[config.mk]
export PLATFORM = sky130hd
export DESIGN_NAME = memory_bus_sequencer_flat
export DESIGN_NICKNAME = d
export VERILOG_FILES = /design/src/rtl/memory_bus_sequencer_if.sv /design/src/rtl/memory_bus_sequencer.sv /design/src/flat_wrapper.sv
export SDC_FILE = /design/constraint.sdc
export NUM_CORES = 1
export LEC_CHECK = 0
export BUFFER_PORTS_ARGS = -buffer_cell sky130_fd_sc_hd__buf_4
export CORE_UTILIZATION = 43
export CTS_CLUSTER_DIAMETER = 200
export DETAILED_ROUTE_END_ITERATION = 16
export PLACE_DENSITY = 0.86
export SLEW_MARGIN = 10
export SYNTH_ARGS = -nofsm -noshare
export SYNTH_HDL_FRONTEND = slang
export SYNTH_SLANG_ARGS = --single-unit
[constraint.sdc]
create_clock -name clk -period 2.2 [get_ports clk]
set_clock_uncertainty 0.15 [all_clocks]
set_input_delay 0.33 -clock clk [delete_from_list [all_inputs] [get_ports clk]]
set_output_delay 0.33 -clock clk [all_outputs]
set_load 0.02 [all_outputs]
[src/rtl/memory_bus_sequencer_if.sv]
// Signal bundle between the memory bus sequencer, its two requesters and the memory.
// The master modport is the sequencer's view; slave is the environment's view.
interface memory_bus_sequencer_if #(
  parameter int ADDR_W = 16,
  parameter int DATA_W = 8
);
  logic              fetch_req;
  logic [ADDR_W-1:0] pc_value;
  logic              fetch_ack;
  logic [DATA_W-1:0] fetch_rdata;
  logic              data_req;
  logic              data_we;
  logic [ADDR_W-1:0] mar_value;
  logic [DATA_W-1:0] data_wdata;
  logic              data_ack;
  logic [DATA_W-1:0] data_rdata;
  logic              bus_err;
  logic              err_sticky;
  logic              addr_sel;
  logic [ADDR_W-1:0] mem_addr;
  logic              mem_rd;
  logic              mem_wr;
  logic [DATA_W-1:0] mem_wdata;
  logic [DATA_W-1:0] mem_rdata;
  logic              mem_ready;

  modport master (
    input  fetch_req, pc_value, data_req, data_we, mar_value, data_wdata,
           mem_rdata, mem_ready,
    output fetch_ack, fetch_rdata, data_ack, data_rdata, bus_err, err_sticky,
           addr_sel, mem_addr, mem_rd, mem_wr, mem_wdata
  );

  modport slave (
    output fetch_req, pc_value, data_req, data_we, mar_value, data_wdata,
           mem_rdata, mem_ready,
    input  fetch_ack, fetch_rdata, data_ack, data_rdata, bus_err, err_sticky,
           addr_sel, mem_addr, mem_rd, mem_wr, mem_wdata
  );
endinterface

[src/rtl/memory_bus_sequencer.sv]
// Single-owner memory bus sequencer: arbitrates fetch vs. data requests, drives the
// memory strobes, counts wait states and aborts an access on timeout.
module memory_bus_sequencer #(
  parameter int ADDR_W     = 16,
  parameter int DATA_W     = 8,
  parameter int TIMEOUT    = 16,
  parameter int MAX_STARVE = 3
) (
  input  logic                   clk,
  input  logic                   reset,
  memory_bus_sequencer_if.master bus
);

  localparam int WAIT_W   = (TIMEOUT > 1) ? $clog2(TIMEOUT) : 1;
  localparam int STARVE_W = (MAX_STARVE > 0) ? $clog2(MAX_STARVE + 1) : 1;
  localparam logic [WAIT_W-1:0]   WAIT_LAST  = WAIT_W'(TIMEOUT - 1);
  localparam logic [STARVE_W-1:0] STARVE_MAX = STARVE_W'(MAX_STARVE);

  typedef enum logic [1:0] {
    IDLE      = 2'd0,
    FETCH_ACC = 2'd1,
    DATA_ACC  = 2'd2
  } state_t;

  state_t              state_r;
  state_t              next_state_s;
  logic [WAIT_W-1:0]   wait_r;
  logic [STARVE_W-1:0] starve_r;
  logic [ADDR_W-1:0]   mem_addr_r;
  logic [DATA_W-1:0]   mem_wdata_r;
  logic                addr_sel_r;
  logic                mem_rd_r;
  logic                mem_wr_r;
  logic                err_sticky_r;

  logic                grant_fetch_s;
  logic                grant_data_s;
  logic                done_s;
  logic                timeout_s;
  logic                fetch_ack_s;
  logic                data_ack_s;
  logic                bus_err_s;
  logic [DATA_W-1:0]   fetch_rdata_s;
  logic [DATA_W-1:0]   data_rdata_s;

  // Next-state decode: arbitration in IDLE, completion/timeout in the access states.
  always_comb begin
    next_state_s  = state_r;
    grant_fetch_s = 1'b0;
    grant_data_s  = 1'b0;
    done_s        = 1'b0;
    timeout_s     = 1'b0;
    case (state_r)
      IDLE: begin
        if (bus.fetch_req && (!bus.data_req || (starve_r == STARVE_MAX))) begin
          grant_fetch_s = 1'b1;
          next_state_s  = FETCH_ACC;
        end else if (bus.data_req) begin
          grant_data_s = 1'b1;
          next_state_s = DATA_ACC;
        end else begin
          next_state_s = IDLE;
        end
      end
      FETCH_ACC, DATA_ACC: begin
        if (bus.mem_ready) begin
          done_s       = 1'b1;
          next_state_s = IDLE;
        end else if (wait_r == WAIT_LAST) begin
          timeout_s    = 1'b1;
          next_state_s = IDLE;
        end else begin
          next_state_s = state_r;
        end
      end
      default: begin
        next_state_s = IDLE;
      end
    endcase
  end

  // Acks and read data are combinational so the requester sees them in the completing cycle.
  always_comb begin
    fetch_ack_s   = 1'b0;
    data_ack_s    = 1'b0;
    bus_err_s     = 1'b0;
    fetch_rdata_s = '0;
    data_rdata_s  = '0;
    if (!reset && (done_s || timeout_s)) begin
      fetch_ack_s   = (state_r == FETCH_ACC) && bus.fetch_req;
      data_ack_s    = (state_r == DATA_ACC) && bus.data_req;
      bus_err_s     = timeout_s && (fetch_ack_s || data_ack_s);
      fetch_rdata_s = (fetch_ack_s && done_s) ? bus.mem_rdata : '0;
      data_rdata_s  = (data_ack_s && done_s) ? bus.mem_rdata : '0;
    end else begin
      fetch_ack_s = 1'b0;
      data_ack_s  = 1'b0;
    end
  end

  // State, counters and the registered bus outputs.
  always_ff @(posedge clk) begin
    if (reset) begin
      state_r      <= IDLE;
      wait_r       <= '0;
      starve_r     <= '0;
      mem_addr_r   <= '0;
      mem_wdata_r  <= '0;
      addr_sel_r   <= 1'b0;
      mem_rd_r     <= 1'b0;
      mem_wr_r     <= 1'b0;
      err_sticky_r <= 1'b0;
    end else begin
      state_r <= next_state_s;

      if ((state_r != IDLE) && (next_state_s != IDLE)) begin
        wait_r <= wait_r + WAIT_W'(1);
      end else begin
        wait_r <= '0;
      end

      if (grant_fetch_s) begin
        mem_addr_r  <= bus.pc_value;
        mem_wdata_r <= bus.data_wdata;
        addr_sel_r  <= 1'b0;
        mem_rd_r    <= 1'b1;
        mem_wr_r    <= 1'b0;
        starve_r    <= '0;
      end else if (grant_data_s) begin
        mem_addr_r  <= bus.mar_value;
        mem_wdata_r <= bus.data_wdata;
        addr_sel_r  <= 1'b1;
        mem_rd_r    <= !bus.data_we;
        mem_wr_r    <= bus.data_we;
        // Only a data win over a waiting fetch counts toward starvation.
        if (bus.fetch_req && (starve_r != STARVE_MAX)) begin
          starve_r <= starve_r + STARVE_W'(1);
        end
      end else if (done_s || timeout_s) begin
        mem_rd_r <= 1'b0;
        mem_wr_r <= 1'b0;
      end

      if (timeout_s) begin
        err_sticky_r <= 1'b1;
      end
    end
  end

  assign bus.fetch_ack   = fetch_ack_s;
  assign bus.fetch_rdata = fetch_rdata_s;
  assign bus.data_ack    = data_ack_s;
  assign bus.data_rdata  = data_rdata_s;
  assign bus.bus_err     = bus_err_s;
  assign bus.err_sticky  = err_sticky_r;
  assign bus.addr_sel    = addr_sel_r;
  assign bus.mem_addr    = mem_addr_r;
  assign bus.mem_rd      = mem_rd_r;
  assign bus.mem_wr      = mem_wr_r;
  assign bus.mem_wdata   = mem_wdata_r;

endmodule

[src/flat_wrapper.sv]
// flat-port wrapper written by rule: the top's interface ports become plain ports
module memory_bus_sequencer_flat 
#(
  parameter int ADDR_W     = 16,
  parameter int DATA_W     = 8,
  parameter int TIMEOUT    = 16,
  parameter int MAX_STARVE = 3
)
  (clk, reset, bus_fetch_req, bus_pc_value, bus_data_req, bus_data_we, bus_mar_value, bus_data_wdata, bus_mem_rdata, bus_mem_ready, bus_fetch_ack, bus_fetch_rdata, bus_data_ack, bus_data_rdata, bus_bus_err, bus_err_sticky, bus_addr_sel, bus_mem_addr, bus_mem_rd, bus_mem_wr, bus_mem_wdata);
  memory_bus_sequencer_if #(.ADDR_W(ADDR_W), .DATA_W(DATA_W)) bus_i ();
  input  logic clk;
  input  logic reset;
  input wire logic [$bits(bus_i.fetch_req)-1:0] bus_fetch_req;
  input wire logic [$bits(bus_i.pc_value)-1:0] bus_pc_value;
  input wire logic [$bits(bus_i.data_req)-1:0] bus_data_req;
  input wire logic [$bits(bus_i.data_we)-1:0] bus_data_we;
  input wire logic [$bits(bus_i.mar_value)-1:0] bus_mar_value;
  input wire logic [$bits(bus_i.data_wdata)-1:0] bus_data_wdata;
  input wire logic [$bits(bus_i.mem_rdata)-1:0] bus_mem_rdata;
  input wire logic [$bits(bus_i.mem_ready)-1:0] bus_mem_ready;
  output wire logic [$bits(bus_i.fetch_ack)-1:0] bus_fetch_ack;
  output wire logic [$bits(bus_i.fetch_rdata)-1:0] bus_fetch_rdata;
  output wire logic [$bits(bus_i.data_ack)-1:0] bus_data_ack;
  output wire logic [$bits(bus_i.data_rdata)-1:0] bus_data_rdata;
  output wire logic [$bits(bus_i.bus_err)-1:0] bus_bus_err;
  output wire logic [$bits(bus_i.err_sticky)-1:0] bus_err_sticky;
  output wire logic [$bits(bus_i.addr_sel)-1:0] bus_addr_sel;
  output wire logic [$bits(bus_i.mem_addr)-1:0] bus_mem_addr;
  output wire logic [$bits(bus_i.mem_rd)-1:0] bus_mem_rd;
  output wire logic [$bits(bus_i.mem_wr)-1:0] bus_mem_wr;
  output wire logic [$bits(bus_i.mem_wdata)-1:0] bus_mem_wdata;
  assign bus_i.fetch_req = bus_fetch_req;
  assign bus_i.pc_value = bus_pc_value;
  assign bus_i.data_req = bus_data_req;
  assign bus_i.data_we = bus_data_we;
  assign bus_i.mar_value = bus_mar_value;
  assign bus_i.data_wdata = bus_data_wdata;
  assign bus_i.mem_rdata = bus_mem_rdata;
  assign bus_i.mem_ready = bus_mem_ready;
  assign bus_fetch_ack = bus_i.fetch_ack;
  assign bus_fetch_rdata = bus_i.fetch_rdata;
  assign bus_data_ack = bus_i.data_ack;
  assign bus_data_rdata = bus_i.data_rdata;
  assign bus_bus_err = bus_i.bus_err;
  assign bus_err_sticky = bus_i.err_sticky;
  assign bus_addr_sel = bus_i.addr_sel;
  assign bus_mem_addr = bus_i.mem_addr;
  assign bus_mem_rd = bus_i.mem_rd;
  assign bus_mem_wr = bus_i.mem_wr;
  assign bus_mem_wdata = bus_i.mem_wdata;
  memory_bus_sequencer #(.ADDR_W(ADDR_W), .DATA_W(DATA_W), .TIMEOUT(TIMEOUT), .MAX_STARVE(MAX_STARVE)) u_core (.clk(clk), .reset(reset), .bus(bus_i));
endmodule
## Yosys cells after proc, flatten, opt, wreduce, memory -nomap -nowiden

Index checks and enable logic that the tools add are counted.

- Word-level logic and storage cells: 72
- Bits in latches: 0
- Input port bits: 54
- Bits in registers: 36
- Output and inout bits: 47
- Bits in read-only memories: 0
- RAM bits: 0
- Memories: 0

- Equal/unequal tests: 5
- Reductions and logical operators: 25
- $lt $le $gt $ge: 0
- Add/sub/neg operators: 2
- Multiplexer cells: 30
- Bitwise gates (word level): 1
- Divide/modulo/power cells: 0
- Shift-type cells: 0
- Multiply operators: 0

Operator list:

| kind | number |
|---|---|
| $mux W8 | 6 |
| $mux W16 | 2 |
| $mux W1 | 17 |
| $logic_and A1 B1 Y1 | 9 |
| $mux W2 | 4 |
| $reduce_bool A2 Y1 | 4 |
| $reduce_or A2 Y1 | 3 |
| $add A4 B1 Y4 const B | 1 |
| $eq A2 B2 Y1 const B | 2 |
| $eq A4 B4 Y1 const B | 1 |
| $pmux W2 S2 | 1 |
| $logic_not A1 Y1 | 3 |
| $logic_or A1 B1 Y1 | 3 |
| $reduce_bool A3 Y1 | 1 |
| $add A2 B1 Y2 const B | 1 |
| $eq A2 B1 Y1 const B | 1 |
| $logic_not A2 Y1 | 1 |
| $ne A2 B2 Y1 const B | 1 |
| $reduce_and A2 Y1 | 1 |
| $not A1 Y1 | 1 |

## Longest topological paths before layout

Gate-level depths: netlist of the first run.

- Depth after elaboration: 9
- Gate-level depth with buffers: 8
- Depth with buffers taken out: 6

## Worst setup path before layout of the first run

Ideal clock, no wire load.

- Path type: flip-flop to output port
- Start point: reg u_core.state_r[0]
- End point: out bus_fetch_rdata[0]
- Setup slack: 0.258 ns
- Stages on the path, launching flop included: 7
- Required time: 1.720 ns
- Path buffers: 0
- Arrival time: 1.462 ns
- Path through: dfxtp_1 -> inv_1 -> ha_1 -> nor2b_1 -> nand2_1 -> nor2_1 -> and2_1

- Word-level cells in the longest chain between the ends: 6
- Elaborated cells between the ends (all ways): 11
- Classes of those cells: eq/ne: 2; mux: 4; reduce/logical: 5

Ends and longest elaborated chain:

| element | RTL line | text |
|---|---|---|
| from (decl) | memory_bus_sequencer.sv:25 | `state_t state_r;` |
| from (signal assigned) | memory_bus_sequencer.sv:114 | `state_r <= next_state_s;` |
| $eq A2 B2 Y1 / $eq A2 B1 Y1 (equally long branches) | memory_bus_sequencer.sv:53, memory_bus_sequencer.sv:90 |  |
| $reduce_or A2 Y1 | memory_bus_sequencer.sv:53 | `case (state_r)` |
| $mux W1 | memory_bus_sequencer.sv:53 |  |
| $logic_and A1 B1 Y1 / $logic_or A1 B1 Y1 (equally long branches) | memory_bus_sequencer.sv:93, memory_bus_sequencer.sv:89 |  |
| $mux W8 / $logic_and A1 B1 Y1 (equally long branches) | memory_bus_sequencer.sv:93, memory_bus_sequencer.sv:89 |  |
| $mux W8 * | memory_bus_sequencer.sv:89 | `if (!reset && (done_s \|\| timeout_s)) begin` |
| to (decl) | flat_wrapper.sv:22 | `output wire logic [$bits(bus_i.fetch_rdata)-1:0] bus_fetch_rdata;` |

Every way passes the cells marked *; elsewhere a longest branch is shown, timed or not.

## Worst setup path in the final report of the first run

- Start point: reg u_core.state_r[0]
- End point: out bus_fetch_rdata[2]

The elaborated chain is that of the path after synthesis.

==> impl_metrics.toml, run 1 <==
[clocking]
clk_path_buf_depth = 2
cts_tree = "yes"
clock-sinks = 36
path_clk_slew_ns = 0.07
h-tree-depth = 2
insertion_delay_ns = 0.28
cts_buffers = 5
ctsRootBufferMaster = "clkbuf_8"
cts_hold_repair.buffers = 0

[yosys]
syn_nets = 264
synthTopCellsByArea = "dfxtp_1 41%, nand2_1 8.8%, nor2_1 7.7%, a311oi_2 6.9%, and2_1 5.7%"
yosysWarnings = 0
yosys.area.top_type = "dfxtp_1"
synth_flop_cell = "dfxtp_1"
synth-async-reset-ratio_pct = 0
yosysMostFrequentCell = "nand2_1"
synth-edff-count = 0
syn_area_per_cell_um2 = 8.550
synth_top_area_share_pct = 41.32
ys_ff_latch = 36
post_synth_num_cell_types = 30
ys_seq_area_share_pct = 41.32
ys_top_cells_by_count = "41 x nand2_1, 36 x dfxtp_1, 36 x nor2_1, 16 x and2_1"
synthCells = 204
synth_area_mm2 = 0.001744

[hold_path]
min_path_cells = 3
hold_path_class = "in2reg"
hold_end = "u_core.bus.mem_wdata[5]"
min-delay-start = "bus_data_wdata[5]"

[power]
leakage_nw = 1.304
powerDensity_mw_per_mm2 = 569.5
ir_drop_mv = 0.5166

[placed_design]
numPlacedInstances = 346
dpl_worst_slack_ns = -0.02550
io_buffers = 100
dp_hpwl_um = 3424
gp_congestion = 0.8497

[worst_setup_path]
r2r_slack_ns = 0.34
worstPathMaxFanout = 8
path_delay_family = "simple AND/OR/NAND/NOR gates"
cp_slowest_cell = "dfxtp_4"
cpPeakStageDelay_ns = 0.38
r2r-end = "u_core.wait_r[2]"
cp-start-kind = "register"
worst-setup-path-type = "reg2out"
reg2reg_depth = 7
crit_arrival_ns = 1.74
reg2reg_from = "u_core.state_r[1]"
crit_path_cell_trace = "inv_4 -> ha_4 -> nor2b_4 -> nand2_4 -> nor2_4 -> and2_1 -> buf_6"
startpoint = "u_core.state_r[0]"
worstPathRequired_ns = 1.72
cp-end-kind = "output pin"
crit_buf_inv = 2

[layout]
seqCellArea_um2 = 728.2
nNetsFinal = 371
fin_cells = 359
area_growth_pct = 58.61
final_layout_size_suffix_gt1_share_pct = 46.95
diodes = 0
multi_input_area_mm2 = 0.001001
nFillCells = 276

[floorplanning]
fp.dieH_um = 65.69
floorplan.initialDensity_pct = 46.25
num_rows = 22
design.die.area_mm2 = 0.004315
die_w_um = 65.69
core-area_mm2 = 0.003771
ios = 101

[timing]
hold_viol_final = 0
timing.fmax_mhz = 451.0
drv_slew = 0
holdWs_ns = 0.1310
setup_tns_ns = -0.03401
relSlewSlack_pct = 66.01
grt_setup_unrepaired = "true"
fin_crit_sh_pct = 100.8
fin_ws_ns = -0.01722
worst_pin_slew_ns = 0.5098
setup_violations = 3
min_period_ns = 2.217

[drt]
num_vias = 1804
post_drt_wl_per_cell_um = 13.83
routed_via_density = 5.025
drt-total-wl_um = 4966
drtPass1Iterations = 4
drc = 0
drt_iter0_drc = 57
final_antenna_net_count = 0

[grt]
grt_pass1_vias = 1672
overflow = 0
grt_antenna_before_repair = 0
grt_max_degree = 30
groute.usage.overall_pct = 22.82
grt_pass1_wl_um = 7458

[flow_run]
cap_violations = 0

[outcome]
violations = "negative setup slack"
status = "finished, violations left"
layer usage:
metal,vias up,GRT usage (%),part of all wire [%]
met2,60,38.27,53
met5,-,0,0
li1,910,-,-
met3,12,7.118,5.2
met1,822,26.84,40
met4,0,8.696,1.8
sequential cells by signal, summed over array words and instances (netlist names):
register,flops
u_core.bus.mem_addr,16
u_core.bus.mem_wdata,8
u_core.wait_r,4
u_core.starve_r,2
u_core.state_r,2
u_core.bus.addr_sel,1
u_core.bus.err_sticky,1
u_core.bus.mem_rd,1
u_core.bus.mem_wr,1
cell type report:
class / count / area share (%)
flip-flops and latches: 36 / 26.32
clock inverters: 2 / 0.4523
clock buffers: 5 / 2.488
repair buffers: 110 / 31.80
multi-input cells: 155 / 36.18
well taps: 48 / 2.171
inverters: 3 / 0.5880
report_power, final:
part,internal [W],switching [W],total (W)
Sequential,0.000700,0.0000281,0.000728
Combinational,0.000202,0.000208,0.000410
Clock,0.000214,0.000223,0.000437
cells in the final DEF (no fill, tap or decap), types with 2 or more instances in the layout:
| cell | n |
|---|---|
| buf_4 | 98 |
| nand2_1 | 40 |
| nor2_1 | 34 |
| dfxtp_1 | 34 |
| buf_6 | 11 |
| and2_4 | 8 |
| and2_1 | 8 |
| a311oi_2 | 8 |
| mux2i_1 | 8 |
| a311oi_1 | 8 |
| and3_1 | 5 |
| ha_1 | 5 |
| clkbuf_8 | 5 |
| nand3_1 | 4 |
| a21oi_1 | 4 |
| inv_4 | 2 |
| nor2_4 | 2 |
| o21ai_0 | 2 |
| nand2b_1 | 2 |
| nand3_2 | 2 |
| nor3_1 | 2 |
| a211oi_1 | 2 |
| a31oi_1 | 2 |
| dfxtp_4 | 2 |
repair_timing:
item,CTS,global route
setup endpoints to repair,17,16
pin swaps,2,9
gates resized for setup,12,24
endpoints found under the hold margin,0,0
buffers inserted,0,6
through the flow:
step	cell area (um2)	utilization, %	power (W)
4_1_cts	2645	70.14	0.001572
5_1_grt	2766	73.36	0.001664
3_5_place_dp	2524	66.92	0.001125
6_report	2766	73.36	0.001575
3_3_place_gp	2524	66.92	0.001115
2_1_floorplan	1744	-	0.0009506
cells by family (layout without fill, tap and decap cells):
| logic type | Yosys count | in the layout | synth area share (%) |
|---|---|---|---|
| adder cells (fa/ha/maj) | 6 | 6 | 4.304 |
| flip-flops | 36 | 36 | 41.32 |
| multiplexers | 8 | 8 | 4.591 |
| buffers and inverters | 13 | 120 | 4.877 |
| AO/OA/AOI/OAI | 28 | 28 | 15.14 |
| AND/OR/NAND/NOR | 111 | 111 | 28.77 |
| XOR/XNOR | 2 | 2 | 1.004 |
worst register-to-register path, delay by kind of cell, from the launching register on:
family / cells / cell delay, ns
flip-flops: 1 / 0.36
AND/OR/NAND/NOR: 3 / 0.61
AO/OA/AOI/OAI: 1 / 0.25
adder cells (fa/ha/maj): 1 / 0.17
buffers and inverters: 2 / 0.27
how the worst max path moves through the flow:
| stage | end | slack (ns) | depth (start not counted) |
|---|---|---|---|
| global placement | bus_fetch_rdata[0] | 0.09 | 7 |
| global route | bus_fetch_rdata[4] | -0.11 | 7 |
| finish | bus_fetch_rdata[2] | -0.02 | 7 |
| CTS | bus_data_rdata[6] | 0.006 | 7 |
| floorplan | bus_fetch_rdata[0] | 0.26 | 6 |
| detailed placement | bus_fetch_rdata[2] | -0.03 | 7 |
No activity file was read; power rests on OpenSTA's default activity.
==> run 2: changes to the inputs <==
- CORE_MARGIN: not set -> 2
==> run 2 against run 1 <==
The run now ends clean. Non-clock buffer count is 5 lower. Global-route usage is 3.9 points lower. Register-to-register slack better by 0.17 ns. Final cell count is 0.56% lower. Power is 1.5% higher. Count of clock-buffer cells in the layout is 2 higher. First-iteration DRC count is 67% higher. Cell area is 2.8% lower. Critical path depth stayed put. Combinational power is 4% lower. Largest power group unchanged.
==> impl_metrics.toml, run 2 (synthesis results as in run 1) <==
[grt]
grt_antenna_before_repair = 0
overflow = 0
grt_pass1_vias = 1518
groute.usage.overall_pct = 18.89
grt_pass1_wl_um = 6651
grt_max_degree = 35

[worst_setup_path]
r2r-end = "u_core.wait_r[3]"
crit_arrival_ns = 1.68
worstPathRequired_ns = 1.72
worst-setup-path-type = "reg2out"
cp-end-kind = "output pin"
startpoint = "u_core.state_r[0]"
cp_slowest_cell = "dfxtp_4"
cp-start-kind = "register"
worstPathMaxFanout = 8
crit_path_cell_trace = "inv_2 -> ha_4 -> nor2b_4 -> nand2_4 -> nor2_4 -> and2_1 -> buf_4"
crit_path_end = "bus_data_rdata[1]"
reg2reg_depth = 6
cpPeakStageDelay_ns = 0.37
r2r_slack_ns = 0.51
reg2reg_from = "u_core.state_r[1]"

[placed_design]
dpl_cell_area_mm2 = 0.002519
dp_hpwl_um = 3211
numPlacedInstances = 347
io_buffers = 100
gp_congestion = 0.7416

[layout]
area_growth_pct = 54.09
fin_area_mm2 = 0.002688
nNetsFinal = 366
fin_cells = 357
final_layout_size_suffix_gt1_share_pct = 43.97
diodes = 0
nFillCells = 326
final_cell_mix = "102 x buf_4, 40 x nand2_1, 34 x nor2_1, 34 x dfxtp_1, 14 x and2_1"
final_common_cell = "buf_4"
largest_register_ffs = 16

[clocking]
insertion_delay_ns = 0.27
cts_buffers = 5
clock-sinks = 36
clk_path_buf_depth = 2
ctsRootBufferMaster = "clkbuf_8"
cts_tree = "yes"
path_clk_slew_ns = 0.07
h-tree-depth = 2
cts_hold_repair.buffers = 0

[drt]
num_vias = 1750
drc = 0
final_antenna_net_count = 0
drtPass1Iterations = 4
post_drt_wl_per_cell_um = 12.55
drt-total-wl_um = 4480
routed_via_density = 4.902
drt_iter0_drc = 95

[power]
p_clk_share_pct = 30.0
intPower_w = 0.001148
ir_drop_mv = 0.4212
powerDensity_mw_per_mm2 = 594.9
seqPwrFrac_pct = 45.5
leakage_nw = 1.267
p_comb_share_pct = 24.6
p_switching_w = 0.0004512
swShare_pct = 28.22
finalPower_w = 0.001599

[floorplanning]
design.die.area_mm2 = 0.004582
fp.dieH_um = 67.69
ios = 101
die_w_um = 67.69
num_rows = 23
floorplan.initialDensity_pct = 44.24
core-area_mm2 = 0.003943

[timing]
relSlewSlack_pct = 64.76
grt_setup_unrepaired = "true"
drv_slew = 0
min_period_ns = 2.164
timing.fmax_mhz = 462.1
holdWs_ns = 0.1320
hold_viol_final = 0
setup_tns_ns = 0
setup_violations = 0
worst_pin_slew_ns = 0.5285
fin_crit_sh_pct = 98.37

[outcome]
status = "finished, final reports clean"

[flow_run]
cap_violations = 0

[hold_path]
hold_path_class = "in2reg"
min_path_cells = 3
[run 2: how the worst min path moves through the flow]
| stage | start | end | slack (ns) |
|---|---|---|---|
| floorplan | u_core.wait_r[0] | u_core.wait_r[0] | 0.27 |
| global route | bus_data_wdata[2] | u_core.bus.mem_wdata[2] | 0.14 |
| finish | bus_data_wdata[2] | u_core.bus.mem_wdata[2] | 0.13 |
| detailed placement | u_core.wait_r[0] | u_core.wait_r[0] | 0.30 |
| CTS | bus_data_wdata[2] | u_core.bus.mem_wdata[2] | 0.13 |
| global placement | u_core.wait_r[0] | u_core.wait_r[0] | 0.28 |
[run 2: layout make-up]
| type | instances | area [um2] | area share, % |
|---|---|---|---|
| sequential | 36 | 725.7 | 27.00 |
| timing repair buffer | 105 | 808.3 | 30.07 |
| clock buffer | 7 | 86.33 | 3.212 |
| multi-input combinational | 155 | 985.9 | 36.69 |
| tap | 50 | 62.56 | 2.328 |
| inverter | 3 | 11.26 | 0.4190 |
| clock inverter | 1 | 7.507 | 0.2793 |
[run 2: repair_timing]
action / in CTS / in global routing
gates resized for setup: 11 / 7
pin swaps: 2 / 3
setup buffers: 1 / 1
setup endpoints to repair: 16 / 16
[run 2: metal layers]
metal  wire [um]  track usage, %  part of all wire (%)
met1        1911           23.45                    43
met2        2358           32.60                    53
met3         178           4.667                   4.0
met4          31           4.592                  0.69
met5           0               0                     0
[run 2: worst max-delay path, delay by kind of cell, from the launching register on]
kind	cells	cell delay, ns
flip-flops	1	0.37
adder cells (fa/ha/maj)	1	0.27
buffers and inverters	2	0.20
AND/OR/NAND/NOR	4	0.58
[run 2: stage by stage]
step                setup slack, ns  util, %
finish                      0.03584    68.17
CTS                         0.01100    67.47
global route               -0.04553    68.17
detailed placement          0.01359    63.88
global placement            0.07875    63.88
floorplan                    0.2576        -
[run 2: power groups by stage]
stage | clock network, W | registers (W) | logic, W
4_1_cts | 0.000497 | 0.000727 | 0.000392
2_1_floorplan | 0 | 0.000793 | 0.000157
3_5_place_dp | 0 | 0.000741 | 0.000379
6_report | 0.000479 | 0.000727 | 0.000393
3_3_place_gp | 0 | 0.000740 | 0.000373
5_1_grt | 0.000525 | 0.000732 | 0.000428
